**src/rtl/motoro_commutation_seq.sv**
```systemverilog
// Six-step commutation sequencer for a three-phase half-bridge.
// Turns run, stop, direction and speed controls into registered gate drives.
// An all-off dead time separates consecutive steps. The step period ramps
// toward a clamped target.
module motoro_commutation_seq #(
  parameter int unsigned DEAD_CYC     = 50,
  parameter int unsigned PERIOD_START = 600000,
  parameter int unsigned TARGET_INIT  = 50000,
  parameter int unsigned PERIOD_MIN   = 5000,
  parameter int unsigned PERIOD_MAX   = 1000000,
  parameter int unsigned PERIOD_DELTA = 10000,
  parameter int unsigned RAMP_DELTA   = 20000
) (
  input  logic       clk50mhz,
  input  logic       reset,
  input  logic       m3start,
  input  logic       m3forceStop,
  input  logic       m3invRotate,
  input  logic       m3freqINC,
  input  logic       m3freqDEC,
  output logic       aHP,
  output logic       bHP,
  output logic       cHP,
  output logic       aLN,
  output logic       bLN,
  output logic       cLN,
  output logic [2:0] stepIdx,
  output logic       stepPulse,
  output logic       running
);

  typedef enum logic [1:0] {IDLE, DEAD, DRIVE} state_t;

  localparam logic [19:0] DEAD_L    = 20'(DEAD_CYC);
  localparam logic [19:0] START_L   = 20'(PERIOD_START);
  localparam logic [19:0] TINIT_L   = 20'(TARGET_INIT);
  localparam logic [19:0] MIN_L     = 20'(PERIOD_MIN);
  localparam logic [19:0] MAX_L     = 20'(PERIOD_MAX);
  localparam logic [19:0] PDELTA_L  = 20'(PERIOD_DELTA);
  localparam logic [19:0] RDELTA_L  = 20'(RAMP_DELTA);
  // Thresholds for compare-before-add/subtract clamping of the target.
  localparam logic [19:0] DEC_FLOOR = 20'(PERIOD_MIN + PERIOD_DELTA);
  localparam logic [19:0] INC_CEIL  = 20'(PERIOD_MAX - PERIOD_DELTA);

  // Gate vector order: {aHP, bHP, cHP, aLN, bLN, cLN}.
  localparam logic [5:0] GATES_OFF = 6'b111_000;

  state_t      state;
  logic [19:0] cnt;
  logic [19:0] period_reg;
  logic [19:0] target_reg;
  logic        fault_latch;
  logic        inc_q;
  logic        dec_q;
  logic [5:0]  gate_q;

  logic        inc_edge;
  logic        dec_edge;
  logic [19:0] target_next;
  logic [19:0] period_ramped;
  logic [2:0]  step_next;

  // Step pattern: high-side phase on (active-low), low-side phase on (active-high).
  function automatic logic [5:0] gate_pattern(input logic [2:0] s);
    case (s)
      3'd0:    return 6'b011_010;  // A high, B low
      3'd1:    return 6'b011_001;  // A high, C low
      3'd2:    return 6'b101_001;  // B high, C low
      3'd3:    return 6'b101_100;  // B high, A low
      3'd4:    return 6'b110_100;  // C high, A low
      3'd5:    return 6'b110_010;  // C high, B low
      default: return GATES_OFF;
    endcase
  endfunction

  assign {aHP, bHP, cHP, aLN, bLN, cLN} = gate_q;

  // Next-value arithmetic: target clamp, period ramp, step advance.
  always_comb begin
    // NOTE: every signal gets a default first so no path leaves it unassigned (no latch).
    inc_edge      = m3freqINC & ~inc_q;
    dec_edge      = m3freqDEC & ~dec_q;
    target_next   = target_reg;
    period_ramped = period_reg;
    step_next     = stepIdx;

    if (inc_edge && !dec_edge) begin
      target_next = (target_reg >= DEC_FLOOR) ? target_reg - PDELTA_L : MIN_L;
    end else if (dec_edge && !inc_edge) begin
      target_next = (target_reg <= INC_CEIL) ? target_reg + PDELTA_L : MAX_L;
    end

    if (period_reg > target_reg) begin
      period_ramped = (period_reg - target_reg > RDELTA_L) ? period_reg - RDELTA_L : target_reg;
    end else if (period_reg < target_reg) begin
      period_ramped = (target_reg - period_reg > RDELTA_L) ? period_reg + RDELTA_L : target_reg;
    end

    // Direction is taken from m3invRotate at the boundary itself, so a
    // mid-step change only takes effect on the next advance.
    if (m3invRotate) begin
      step_next = (stepIdx == 3'd0) ? 3'd5 : stepIdx - 3'd1;
    end else begin
      step_next = (stepIdx == 3'd5) ? 3'd0 : stepIdx + 3'd1;
    end
  end

  // Sequencer FSM with registered gate, step and status outputs.
  always_ff @(posedge clk50mhz or posedge reset) begin
    // NOTE: the gate register is in the async reset branch so the bridge goes safe without a clock.
    if (reset) begin
      state       <= IDLE;
      cnt         <= '0;
      period_reg  <= START_L;
      target_reg  <= TINIT_L;
      fault_latch <= 1'b0;
      inc_q       <= 1'b0;
      dec_q       <= 1'b0;
      gate_q      <= GATES_OFF;
      stepIdx     <= 3'd0;
      stepPulse   <= 1'b0;
      running     <= 1'b0;
    end else begin
      // NOTE: non-blocking assignments so every register updates from pre-edge values.
      inc_q      <= m3freqINC;
      dec_q      <= m3freqDEC;
      target_reg <= target_next;
      stepPulse  <= 1'b0;

      if (m3forceStop) begin
        state       <= IDLE;
        fault_latch <= 1'b1;
        gate_q      <= GATES_OFF;
        running     <= 1'b0;
      end else if (!m3start) begin
        state       <= IDLE;
        fault_latch <= 1'b0;
        gate_q      <= GATES_OFF;
        running     <= 1'b0;
      end else begin
        case (state)
          IDLE: begin
            if (!fault_latch) begin
              state      <= DEAD;
              cnt        <= DEAD_L;
              stepIdx    <= 3'd0;
              period_reg <= START_L;
              running    <= 1'b1;
            end
          end
          DEAD: begin
            if (cnt == 20'd1) begin
              state     <= DRIVE;
              cnt       <= period_reg;
              stepPulse <= 1'b1;
              gate_q    <= gate_pattern(stepIdx);
            end else begin
              cnt <= cnt - 20'd1;
            end
          end
          DRIVE: begin
            if (cnt == 20'd1) begin
              state      <= DEAD;
              cnt        <= DEAD_L;
              stepIdx    <= step_next;
              period_reg <= period_ramped;
              gate_q     <= GATES_OFF;
            end else begin
              cnt <= cnt - 20'd1;
            end
          end
          default: begin
            state  <= IDLE;
            gate_q <= GATES_OFF;
          end
        endcase
      end
    end
  end

endmodule

```
**config.mk**
```make
export PLATFORM = sky130hd
export DESIGN_NAME = motoro_commutation_seq
export DESIGN_NICKNAME = d
export VERILOG_FILES = /design/src/rtl/motoro_commutation_seq.sv
export SDC_FILE = /design/constraint.sdc
export NUM_CORES = 1
export LEC_CHECK = 0
export BUFFER_PORTS_ARGS = -buffer_cell sky130_fd_sc_hd__buf_2
export CAP_MARGIN = 20
export CORE_MARGIN = 5
export CORE_UTILIZATION = 25
export DETAILED_ROUTE_END_ITERATION = 10
export SETUP_SLACK_MARGIN = 0.2
export SYNTH_ARGS = -nofsm -noshare
export SYNTH_HDL_FRONTEND = slang
export SYNTH_SLANG_ARGS = --single-unit
```
**constraint.sdc**
```tcl
create_clock -name clk50mhz -period 4.4 [get_ports clk50mhz]
set_input_delay 0.88 -clock clk50mhz [delete_from_list [all_inputs] [get_ports clk50mhz]]
set_output_delay 0.88 -clock clk50mhz [all_outputs]
set_load 0.02 [all_outputs]
```
==> results_dict.tcl <==
set metrics [dict create \
    yosysMostFrequentCell "nand2_1" \
    synth.top_cell.area_share_pct 19.9 \
    ios 18 \
    async_flop_share_pct 100 \
    drv_slew 0 \
    cts.sinks 71 \
    initial_core_util_pct 25.3 \
    grt_pass1_wl_um 34100 \
    end_kind "flop" \
    yosysWarnings 0 \
    worst_hold_slack_ps 474 \
    fin_cells 1237 \
    place_inst 1219 \
    antenna_left 0 \
    crit_slowest_cell "dfstp_2" \
    fin_crit_sh_pct 87.8 \
    cp.arrival_ps 4090 \
    antenna_found_initial 0 \
    netlist_top_cells_area "dfrtp_1 (20%), ha_1 (8.5%), dfstp_2 (6.6%)" \
    relSlewSlack_pct 29.1 \
    clock-root-buffer "clkbuf_16" \
    fin_util_pct 28.3 \
    muxShareOfSynthArea_pct 2.01 \
    ctsHoldBuffers 0 \
    path_buf_inv 3 \
    finalSetupViolations 0 \
    synth_fa_ha_area_share_pct 8.48 \
    pre_cts_ws_ps 432 \
    crit_family "compound AO/OA/AOI/OAI gates" \
    viasPerCell 5.40 \
    fill_cells 2912 \
    grt_max_degree 38 \
    power-per-cell-area_mw_per_mm2 540 \
    grt.overflow.total 0 \
    synth_area_leader_cell "dfrtp_1" \
    port_buffers 17 \
    synth_xor_area_share_pct 7.10 \
    seq_area_sq_mm 0.00180 \
    tightest_slew_ps 1050 \
    max_freq_ghz 0.259 \
    period_needed_ps 3860 \
    die_area_sq_mm 0.0305 \
    netlist_area_sq_mm 0.00679 \
    synth_top_family_by_area "compound AO/OA/AOI/OAI gates" \
    track_usage_pct 13.8 \
    grt_pass1_vias 6224 \
    layout-drive-gt1-share_pct 11.5 \
    hold_viol 0 \
    cts_tree "built" \
    antennaDiodeCount 0 \
    grt_setup_unrepaired "false" \
    synth_area_per_cell_sq_um 7.67 \
    die_x_um 175 \
    clock_path_buffers 2 \
    final_nets 944 \
    ys_types 77 \
    tns_ps 0 \
    drt-total-wl_um 21400 \
    clk_latency_ps 350 \
    dp_hpwl_um 16400 \
    gp_congestion 0.965 \
    syn_inst 885 \
    min_path_type "flop to flop" \
    vdd_drop_max_mv 0.259 \
    critPathMaxStageDelay_ps 630 \
    worst_slack_ps 535 \
    multi_input_area_sq_mm 0.00459 \
    synthToLayoutAreaGrowth_pct 12.1 \
    synth-edff-count 0 \
    power.leakage_nw 3.17 \
    synth_fp_nets 938 \
    status "finished clean" \
    cp-start-kind "flop" \
    required_ps 4630 \
    ys_seq_elements 71 \
    routedWlPerCell_um 17.3 \
    cts_buffers 9 \
    yosys-top-cells-count "nand2_1 (93), a21oi_1 (86), nor2_1 (85)" \
    synth_flop_cell "dfrtp_1" \
    drt_iter0_markers 524 \
    path_cells "inv_1 > ha_1 > buf_4 > a21oi_1 > nor2_1 > o22ai_1 > a21oi_2 > or3_4 > a2111oi_4 > nand3_4 > buf_4 > mux2_2 > a2bb2oi_1 > o21ai_1" \
    synth_simple_gate_area_share_pct 21.1 \
    skew_ps 10.6 \
    max-cap-violations 0 \
    cts.clk_slew.worst_paths_ps 70 \
    dr.pass1.iters 6 \
    die_h_um 175 \
    htree_num_levels 3 \
    worst_path_most_repeated_cell "buf_4" \
    route.vias.total 6680 \
    cp_max_fo 10 \
    coreArea_sq_mm 0.0269 \
    yosysSeqAreaShare_pct 26.5 \
    path_class "flop to flop" \
    drcViolationCount 0 \
    largest_reg_flops 20 \
    synth-compound-area-share_pct 28.7 \
    row_count 60 \
]
[path summary, 6_finish.rpt]
check,from,end,slack (ps),depth (start not counted)
max in group asynchronous,reset,target_reg[9],2790,3
worst min-delay path,gate_q[0],gate_q[0],470,2
worst max register to register,period_reg[10],period_reg[12],540,14
worst max-delay path,period_reg[10],period_reg[12],540,14
min in group asynchronous,reset,gate_q[1],690,2
worst min register to register,gate_q[0],gate_q[0],470,2
[logic make-up (layout without fill, tap and decap cells)]
group	Yosys count	count (layout)
AO/OA/AOI/OAI	297	297
XOR/XNOR	55	55
adder cells (fa/ha/maj)	46	46
buffers and inverters	98	109
flip-flops	71	71
multiplexers	12	12
AND/OR/NAND/NOR	306	306
[power breakdown]
group	switching, mW	total [mW]	internal, mW
Combinational	1.47	2.38	0.914
Sequential	0.198	0.952	0.754
Clock	0.308	0.781	0.473
Total	1.97	4.11	2.14
[stage by stage]
stage | total power [mW] | cell area (sq um)
CTS | 4.07 | 7570
floorplan | 2.67 | 6790
global placement | 3.26 | 7260
detailed placement | 3.26 | 7260
finish | 4.11 | 7610
global route | 4.40 | 7610
[worst reg2reg max path, cell delays in order (launching register included)]
cell and delay [ps]:
dfstp_2 630, inv_1 140, ha_1 330, buf_4 190
a21oi_1 260, nor2_1 70, o22ai_1 240, a21oi_2 100
or3_4 340, a2111oi_4 490, nand3_4 200, buf_4 240
mux2_2 270, a2bb2oi_1 150, o21ai_1 80
[final cells by class]
type | count | share of cell area (%)
clock buffers | 12 | 3.37
clock inverters | 4 | 0.707
inverters | 49 | 2.42
multi-input cells | 716 | 60.3
flip-flops and latches | 71 | 23.6
well taps | 341 | 5.61
repair buffers | 44 | 3.99
[metal layers]
metal | global-route usage (%) | share of wire [%] | up-vias
met3 | 2.75 | 6.6 | 28
met2 | 21.8 | 46 | 204
li1 | - | - | 3228
met1 | 19.4 | 46 | 3220
met4 | 3.63 | 1.5 | 0
met5 | 0 | 0 | -
[cells in the final DEF (no fill, tap or decap), types with 6 or more instances in the layout]
| cell | n |
|---|---|
| or3_1 | 7 |
| dfrtp_1 | 54 |
| dfstp_2 | 17 |
| a21o_1 | 13 |
| a21oi_1 | 85 |
| nand2_1 | 93 |
| nand2b_1 | 7 |
| xnor2_1 | 36 |
| a32o_1 | 6 |
| a22oi_1 | 14 |
| nand3_1 | 27 |
| o21ai_0 | 64 |
| a211oi_1 | 13 |
| and2_1 | 7 |
| nor3_1 | 36 |
| and3_1 | 6 |
| mux2i_1 | 8 |
| o22ai_1 | 9 |
| clkbuf_16 | 9 |
| a31oi_1 | 13 |
| o21a_1 | 7 |
| xor2_1 | 19 |
| buf_4 | 25 |
| nor2_1 | 85 |
| nand4_1 | 10 |
| buf_2 | 17 |
| o31ai_1 | 9 |
| nor4_1 | 8 |
| inv_1 | 46 |
| ha_1 | 46 |
[what timing repair did]
item                       4_1_cts  5_1_grt
resized for setup                0        2
setup buffers                    0        1
setup endpoints to repair        0        6
Note: power is estimated with default switching activity, not from simulation.
